### src/rtl/pwm_duty_calc.sv
// PWM duty calculator: per-mille duty via restoring divider,
// windowed average, period length, drop and staleness tracking.
module pwm_duty_calc #(
    parameter int AVG_LOG2       = 4,
    parameter int MIN_PERIOD     = 2,
    parameter int TIMEOUT_CYCLES = 100000000
) (
    input  logic        pwd_clk,
    input  logic        sysreset,
    input  logic [31:0] high_count,
    input  logic [31:0] low_count,
    input  logic        count_valid,
    output logic        busy,
    output logic [9:0]  duty_inst,
    output logic [9:0]  duty_avg,
    output logic [31:0] period_cycles,
    output logic        duty_valid,
    output logic        err_short,
    output logic        stale,
    output logic [7:0]  drop_count
);

    localparam logic [1:0] S_IDLE = 2'd0;
    localparam logic [1:0] S_DIV  = 2'd1;
    localparam logic [1:0] S_ACC  = 2'd2;

    localparam int AW = 10 + AVG_LOG2;
    localparam int CW = AVG_LOG2 + 1;
    localparam logic [CW-1:0] WIN = CW'(1 << AVG_LOG2);

    logic [1:0]    state_q, state_d;
    logic [41:0]   num_q, num_d;
    logic [32:0]   den_q, den_d;
    logic [32:0]   rem_q, rem_d;
    logic [41:0]   quo_q, quo_d;
    logic [5:0]    bit_q, bit_d;
    logic [AW-1:0] acc_q, acc_d;
    logic [CW-1:0] cnt_q, cnt_d;
    logic [9:0]    inst_q, inst_d;
    logic [9:0]    avg_q, avg_d;
    logic [31:0]   per_q, per_d;
    logic          dv_q, dv_d;
    logic          err_q, err_d;
    logic [31:0]   tmo_q, tmo_d;
    logic [7:0]    drop_q, drop_d;

    logic [32:0]   sum;
    logic [33:0]   rem_sh;
    logic [9:0]    q_clamp;
    logic [AW-1:0] acc_new;
    logic [CW-1:0] cnt_new;
    logic          accept;

    // Next-state logic: accept/reject, divide step, accumulate, counters
    always_comb begin
        state_d = state_q;
        num_d   = num_q;
        den_d   = den_q;
        rem_d   = rem_q;
        quo_d   = quo_q;
        bit_d   = bit_q;
        acc_d   = acc_q;
        cnt_d   = cnt_q;
        inst_d  = inst_q;
        avg_d   = avg_q;
        per_d   = per_q;
        dv_d    = 1'b0;
        err_d   = err_q;
        drop_d  = drop_q;
        accept  = 1'b0;

        sum     = {1'b0, high_count} + {1'b0, low_count};
        rem_sh  = {rem_q, num_q[41]};
        q_clamp = (quo_q > 42'd1000) ? 10'd1000 : quo_q[9:0];
        acc_new = acc_q + AW'(q_clamp);
        cnt_new = cnt_q + 1'b1;

        case (state_q)
            S_IDLE: begin
                if (count_valid) begin
                    if (sum < 33'(MIN_PERIOD)) begin
                        err_d = 1'b1;
                    end else begin
                        accept  = 1'b1;
                        num_d   = 42'(high_count) * 42'd1000;
                        den_d   = sum;
                        rem_d   = '0;
                        quo_d   = '0;
                        bit_d   = '0;
                        state_d = S_DIV;
                    end
                end
            end
            S_DIV: begin
                num_d = {num_q[40:0], 1'b0};
                if (rem_sh >= {1'b0, den_q}) begin
                    rem_d = rem_sh[32:0] - den_q;
                    quo_d = {quo_q[40:0], 1'b1};
                end else begin
                    rem_d = rem_sh[32:0];
                    quo_d = {quo_q[40:0], 1'b0};
                end
                bit_d = bit_q + 1'b1;
                if (bit_q == 6'd41) state_d = S_ACC;
            end
            S_ACC: begin
                inst_d  = q_clamp;
                per_d   = den_q[32] ? 32'hFFFF_FFFF : den_q[31:0];
                err_d   = 1'b0;
                if (cnt_new == WIN) begin
                    avg_d = 10'(acc_new >> AVG_LOG2);
                    dv_d  = 1'b1;
                    acc_d = '0;
                    cnt_d = '0;
                end else begin
                    acc_d = acc_new;
                    cnt_d = cnt_new;
                end
                state_d = S_IDLE;
            end
            default: state_d = S_IDLE;
        endcase

        if (count_valid && state_q != S_IDLE && drop_q != 8'hFF)
            drop_d = drop_q + 1'b1;

        if (accept)
            tmo_d = '0;
        else if (tmo_q != 32'hFFFF_FFFF)
            tmo_d = tmo_q + 1'b1;
        else
            tmo_d = tmo_q;
    end

    // State registers; reset aborts any in-flight sample
    always_ff @(posedge pwd_clk or posedge sysreset) begin
        if (sysreset) begin
            state_q <= S_IDLE;
            num_q   <= '0;
            den_q   <= '0;
            rem_q   <= '0;
            quo_q   <= '0;
            bit_q   <= '0;
            acc_q   <= '0;
            cnt_q   <= '0;
            inst_q  <= '0;
            avg_q   <= '0;
            per_q   <= '0;
            dv_q    <= 1'b0;
            err_q   <= 1'b0;
            tmo_q   <= '0;
            drop_q  <= '0;
        end else begin
            state_q <= state_d;
            num_q   <= num_d;
            den_q   <= den_d;
            rem_q   <= rem_d;
            quo_q   <= quo_d;
            bit_q   <= bit_d;
            acc_q   <= acc_d;
            cnt_q   <= cnt_d;
            inst_q  <= inst_d;
            avg_q   <= avg_d;
            per_q   <= per_d;
            dv_q    <= dv_d;
            err_q   <= err_d;
            tmo_q   <= tmo_d;
            drop_q  <= drop_d;
        end
    end

    assign busy          = (state_q != S_IDLE);
    assign duty_inst     = inst_q;
    assign duty_avg      = avg_q;
    assign period_cycles = per_q;
    assign duty_valid    = dv_q;
    assign err_short     = err_q;
    assign stale         = (tmo_q >= 32'(TIMEOUT_CYCLES));
    assign drop_count    = drop_q;

endmodule

### config.mk
export PLATFORM = sky130hd
export DESIGN_NAME = pwm_duty_calc
export DESIGN_NICKNAME = d
export VERILOG_FILES = /design/src/rtl/pwm_duty_calc.sv
export SDC_FILE = /design/constraint.sdc
export NUM_CORES = 1
export LEC_CHECK = 0
export ABC_CLOCK_PERIOD_IN_PS = 11630
export CAP_MARGIN = 20
export CORE_AREA = 2 2 195 197
export DETAILED_ROUTE_END_ITERATION = 8
export DIE_AREA = 0 0 197 199
export HOLD_SLACK_MARGIN = 0.1
export PLACE_DENSITY_LB_ADDON = 0.08
export SLEW_MARGIN = 20
export SYNTH_ARGS = -nofsm -noshare
export SYNTH_HDL_FRONTEND = slang
export SYNTH_SLANG_ARGS = --single-unit
### constraint.sdc
create_clock -name pwd_clk -period 11.63 [get_ports pwd_clk]
set_input_delay 2.326 -clock pwd_clk [delete_from_list [all_inputs] [get_ports pwd_clk]]
set_output_delay 2.326 -clock pwd_clk [all_outputs]
set_load 0.005 [all_outputs]
==> flow_summary.ini, run 1 <==
[finish]
stdcell_count = 2913
fillers = 3192
nNetsFinal = 2770
diodes = 0
drive_gt1_frac = 0.0435
area_growth_syn_to_layout_pct = 12.5

[die]
ios = 131
row_count = 71
core-area_sq_mm = 0.0371
start_util = 0.563
fp.dieH_um = 199
die_w_um = 197
dieArea_sq_mm = 0.0392

[synth]
synth_cell_type_count = 75
synth_top_area_cell = dfrtp_1
synth_top_family_by_area = adder cells
yosys.area.top_type_share = 0.321
synthFlopType = dfrtp_1
netlist_area_sq_mm = 0.0209
synth_compound_area_frac = 0.185
synth-edff-count = 0
synth_seq_cells = 268
ys_warn_count = 0
synthSimpleGateAreaFrac = 0.149
avgSynthCellArea_sq_um = 8.95
synthCells = 2338
synthAdderAreaFrac = 0.215
synth-xor-area-share = 0.0565
yosys-top-cells-area = dfrtp_1 (32%), fa_1 (12%), ha_1 (9.9%)
yosysMostFrequentCell = nand2_1
synth.net_count = 2692
async_flop_share = 1.00
muxShareOfSynthArea = 0.0122
yosysSeqAreaShare = 0.321
yosys-top-cells-count = nand2_1 (308), dfrtp_1 (268), inv_1 (234)

[cts]
cts_tree = done
clk_latency_ps = 560
clk_pin_slew_ps = 60
cts_sinks = 268
cts_root_buffer = clkbuf_16
post-cts-setup-buffers = 0
cts_resized = 0
cts_buffers = 30
clock_path_buffers = 3
ctsHtreeMaxLevel = 1
hold_buffers = 0

[setup_path]
cp-start-kind = input port
crit_fanout = 6
arrival_ps = 8180
worst-setup-path-type = input port to register
cp_common_cell = fa_1
cp_top_family = adder cells
worstPathCellList = clkdlybuf4s50_1 > inv_1 > fa_1 > fa_1 > fa_1 > fa_1 > inv_1 > ha_1 > or4_1 > o22a_1 > a31o_2 > a311oi_1 > o311ai_0 > nand2_1 > o311ai_0 > a21oi_1 > xnor2_1 > a221o_1
crit_slowest_cell = clkdlybuf4s50_1
cp.required_ps = 12070
max_stage_delay_ps = 620
endpoint_kind = register
crit_buf_inv = 3

[timing]
slew_headroom = 0.332
setup_viol = 0
worst_pin_slew_ps = 977
fin_tns_setup_ps = 0
finalClockSkew_ps = 12.0
period_minus_slack_ps = 7740
setup_ws_ps = 3890
rsz0062_at_grt = false
slew_violations = 0
fmax_mhz = 129
hold_viol = 0
timing.final.crit_share = 0.665

[power_and_ir_drop]
ir_drop_mv = 0.119
p_leak_uw = 0.0108
power_uw = 4850
powerDensity_mw_per_mm2 = 206

[placement]
dp_slack_ps = 3320
hpwlAfterDp_um = 37500
globalplace.congestion = 0.936
portBuffers = 130
dp.cells = 2858

[global_route]
grt_use_total = 0.257
antenna_found_initial = 0
grt_first_pass_wirelength_um = 82800
grt_pass1_vias = 16731
grt_overflow_total = 0
grt_max_degree = 125

[drt]
wl_um = 49200
vias_per_cell = 5.77
wl_per_cell_um = 16.9
dr.pass1.iters = 5
ant_nets = 0
dr.first_iter.drc_count = 1090
drc = 0
vias = 16798

[min_path]
hp-class = register to register

[status]
outcome = complete, no violations

[job]
drv_cap = 0
-- power by group --
group | internal (uW) | switching [uW] | total [uW]
clock | 539 | 394 | 933
sequential | 1100 | 125 | 1230
combinational | 1180 | 1510 | 2690
total | 2820 | 2030 | 4850
-- worst min-delay path, delay by kind of cell, from the launching register on --
family | cells | cell delay [ps]
AO/OA/AOI/OAI | 1 | 50
flip-flops | 1 | 340
AND/OR/NAND/NOR | 1 | 40
-- cells by family after synthesis --
family | after synthesis
buf+inv | 331
simple gates | 680
xor+xnor | 135
mux | 24
flops | 268
fa+ha+maj | 287
compound gates | 613
-- through the flow --
stage           util  instance area [sq um]  hold WS (ps)
6_report       0.634                  23500           476
3_5_place_dp   0.607                  22500           464
3_3_place_gp   0.607                  22500           460
2_1_floorplan      -                  20900           449
5_1_grt        0.634                  23500           503
4_1_cts        0.634                  23500           480
-- flip-flops by register name, indices dropped and copies added, names as in the netlist, 14 cells and up --
name and count:
acc_q 14, den_q 33, num_q 39, period_cycles 32
quo_q 42, rem_q 33, tmo_q 32
-- layout by cell type (no fill, tap or decap), types with 11 or more instances in the layout --
master and instances:
nand2_1 308, dfrtp_1 268, inv_1 233, o21ai_0 196, ha_1 166, nor2_1 140, clkdlybuf4s50_1 130, fa_1 121
a21oi_1 108, xnor2_1 79, a21o_1 62, xor2_1 56, a31oi_1 47, nand3_1 34, a22oi_1 33, nand4_1 31
clkbuf_16 30, nor3_1 27, and3_1 26, o22ai_1 24, and2_1 22, nor4_1 18, nand2b_1 16, o21bai_1 16
o21a_1 15, o211ai_1 14, a211oi_1 13, or3_1 13, mux2_2 12, mux2i_1 12, buf_4 12, clkinv_2 11
-- per-layer routing --
layer	share of wire	global-route usage	up-vias	wire length, um
li1	-	-	8250	-
met1	0.47	0.356	8168	22900
met2	0.49	0.447	334	23900
met3	0.034	0.0226	46	1650
met4	0.014	0.0459	0	666
met5	0	0	-	0
-- final timing paths --
| path | from | cells past startpoint | slack, ps | end |
|---|---|---|---|---|
| worst max register to register | num_q[41]$_DFFE_PP0P_ | 15 | 6800 | rem_q[4]$_DFFE_PP0P_ |
| worst min-delay path | duty_avg[8]$_DFFE_PP0P_ | 2 | 480 | duty_avg[8]$_DFFE_PP0P_ |
| min in group asynchronous | sysreset | 2 | 2350 | period_cycles[20]$_DFFE_PP0N_ |
| worst max-delay path | high_count[3] | 18 | 3890 | num_q[40]$_DFFE_PP0P_ |
| worst min register to register | duty_avg[8]$_DFFE_PP0P_ | 2 | 480 | duty_avg[8]$_DFFE_PP0P_ |
| max in group asynchronous | sysreset | 3 | 7870 | num_q[21]$_DFFE_PP0P_ |
-- layout make-up --
cell class / count / area (sq um) / share of cell area
clock inverter: 19 / 180 / 0.00766
clock buffer: 36 / 803 / 0.0341
tap: 474 / 593 / 0.0252
inverter: 234 / 886 / 0.0376
timing repair buffer: 143 / 1400 / 0.0596
sequential: 268 / 6710 / 0.285
multi-input combinational: 1739 / 13000 / 0.551
Note: power is estimated with default switching activity, not from simulation.
==> run 2, diff against run 1 <==
ABC_CLOCK_PERIOD_IN_PS = 7300   (was 11630)
clock period = 7.3 ns   (was 11.63 ns; I/O delays follow)
==> run 2 against run 1 <==
Net effect: sequential power rose by 59%; non-clock buffer count rose by 13; register-to-register slack got worse by 4300 ps; hold slack got worse by 1.2 ps; die area did not move; combinational power rose by 60%; flip-flop and latch count did not move; final area rose by 0.94%; total power rose by 64%; critical path type unchanged.
==> flow_summary.ini, run 2 (synthesis gave the netlist of run 1 again) <==
[drt]
dr.pass1.iters = 6
ant_nets = 0
vias_per_cell = 5.71
wl_per_cell_um = 16.9
dr.first_iter.drc_count = 1010
wl_um = 49500
drc = 0
vias = 16693

[setup_path]
cp-startpoint = high_count[2]
worst-r2r-cell-count = 18
crit_buf_inv = 4
rrSetupSlack_ps = 2530
crit_fanout = 6
r2r_end = acc_q[12]$_DFFE_PP0N_
endpoint_kind = register
cp-start-kind = input port
cp_common_cell = fa_1
worstSetupPathDepth = 20
cp_top_family = adder cells
worstSetupEndpoint = num_q[40]$_DFFE_PP0P_
arrival_ps = 7210
worstPathCellList = clkdlybuf4s50_1 > inv_1 > fa_1 > fa_1 > fa_1 > inv_1 > fa_1 > ha_1 > o21ai_0 > nor2_1 > o22a_1 > a31o_2 > a311oi_1 > buf_4 > o311ai_0 > nand2_1 > o311ai_0 > a21oi_1 > xnor2_1 > a221o_1
max_stage_delay_ps = 640
worst-setup-path-type = input port to register
crit_slowest_cell = clkdlybuf4s50_1
cp.required_ps = 7730
timing.rr.start = quo_q[28]$_DFFE_PP0P_

[timing]
setup_viol = 0
fin_tns_setup_ps = 0
slew_headroom = 0.368
slew_violations = 0
finalClockSkew_ps = 16.6
setup_ws_ps = 525
timing.final.crit_share = 0.928
worst_pin_slew_ps = 949
rsz0062_at_grt = false
period_minus_slack_ps = 6780
fmax_mhz = 148
hold_viol = 0

[finish]
diodes = 0
nNetsFinal = 2782
largest_reg_flops = 42
reg_top3 = quo_q (42), num_q (39)
mostFrequentLayoutCells = nand2_1 (308), dfrtp_1 (268), inv_1 (233), o21ai_0 (196), ha_1 (166)
fillers = 3196
drive_gt1_frac = 0.0478
layout_commonest_cell = nand2_1
area_growth_syn_to_layout_pct = 13.5
fin_area_sq_mm = 0.0238
largest_register = quo_q

[global_route]
grt_overflow_total = 0
antenna_found_initial = 0
grt_use_total = 0.259
grt_pass1_vias = 16729
grt_first_pass_wirelength_um = 83100
grt_max_degree = 96

[die]
ios = 131
die_w_um = 197
dieArea_sq_mm = 0.0392
core-area_sq_mm = 0.0371
start_util = 0.563
fp.dieH_um = 199
row_count = 71

[cts]
hold_buffers = 0
cts_root_buffer = clkbuf_16
post-cts-setup-buffers = 0
cts_resized = 0
clock_path_buffers = 3
clk_pin_slew_ps = 60
cts_tree = done
cts_sinks = 268
cts_buffers = 29
clk_latency_ps = 560
ctsHtreeMaxLevel = 1

[placement]
hpwlAfterDp_um = 38000
portBuffers = 130
globalplace.congestion = 0.907
dp_slack_ps = 3.46
dpl_cell_area_sq_mm = 0.0227

[job]
drv_cap = 0

[power_and_ir_drop]
powerDensity_mw_per_mm2 = 334
p_leak_uw = 0.0109
ir_drop_mv = 0.195

[status]
outcome = complete, no violations

[min_path]
hp-class = register to register
[run 2: changes by cell type in the layout (fill, tap and decap cells not counted)]
cell / delta
buf_12: +2
buf_4: +12
clkbuf_16: -1
inv_6: +2
clkinv_8: -2
buf_6: -1
bufinv_16: +5
clkbuf_8: +4
inv_8: -1
clkinv_4: -1
clkinv_2: -7
clkinvlp_4: -1
[run 2: how the worst min path moves through the flow]
stage | slack, ps | cells past startpoint | from | endpoint
after detailed placement | 460 | 2 | duty_avg[3]$_DFFE_PP0P_ | duty_avg[3]$_DFFE_PP0P_
final | 470 | 2 | duty_avg[3]$_DFFE_PP0P_ | duty_avg[3]$_DFFE_PP0P_
after floorplan | 450 | 2 | den_q[7]$_DFFE_PP0P_ | den_q[7]$_DFFE_PP0P_
after global placement | 460 | 2 | duty_avg[0]$_DFFE_PP0P_ | duty_avg[0]$_DFFE_PP0P_
after CTS | 480 | 2 | duty_avg[3]$_DFFE_PP0P_ | duty_avg[3]$_DFFE_PP0P_
after global routing | 510 | 2 | duty_avg[2]$_DFFE_PP0P_ | duty_avg[2]$_DFFE_PP0P_
[run 2: tightest hold or removal path, cell delays in order, from the launching register on]
cell,delay (ps)
dfrtp_1,340
nand2_1,50
nand2_1,50
[run 2: layer usage]
layer | up-vias | GRT usage | wire length [um]
met5 | - | 0 | 0
met4 | 0 | 0.0546 | 778
li1 | 8259 | - | -
met1 | 8060 | 0.368 | 23300
met3 | 51 | 0.0222 | 1770
met2 | 323 | 0.436 | 23700
[run 2: stage by stage]
| step | instances | power [uW] | utilization | hold slack (ps) |
|---|---|---|---|---|
| 2_1_floorplan | 2338 | 5320 | - | 449 |
| 3_3_place_gp | 2871 | 6140 | 0.610 | 460 |
| 3_5_place_dp | 2871 | 6250 | 0.610 | 464 |
| 4_1_cts | 2924 | 7940 | 0.640 | 480 |
| 5_1_grt | 2924 | 8650 | 0.640 | 510 |
| 6_report | 2924 | 7930 | 0.640 | 474 |
[run 2: layout make-up]
class	count	area (sq um)	share of cell area
timing repair buffer	156	1520	0.0641
clock inverter	14	256	0.0108
tap	474	593	0.0250
inverter	234	882	0.0371
sequential	268	6710	0.282
clock buffer	39	833	0.0351
multi-input combinational	1739	13000	0.546
[run 2: report_power, final]
part           switching, uW  internal [uW]
Sequential               198           1750
Combinational           2420           1890
Clock                    621           1050
Total                   3240           4700
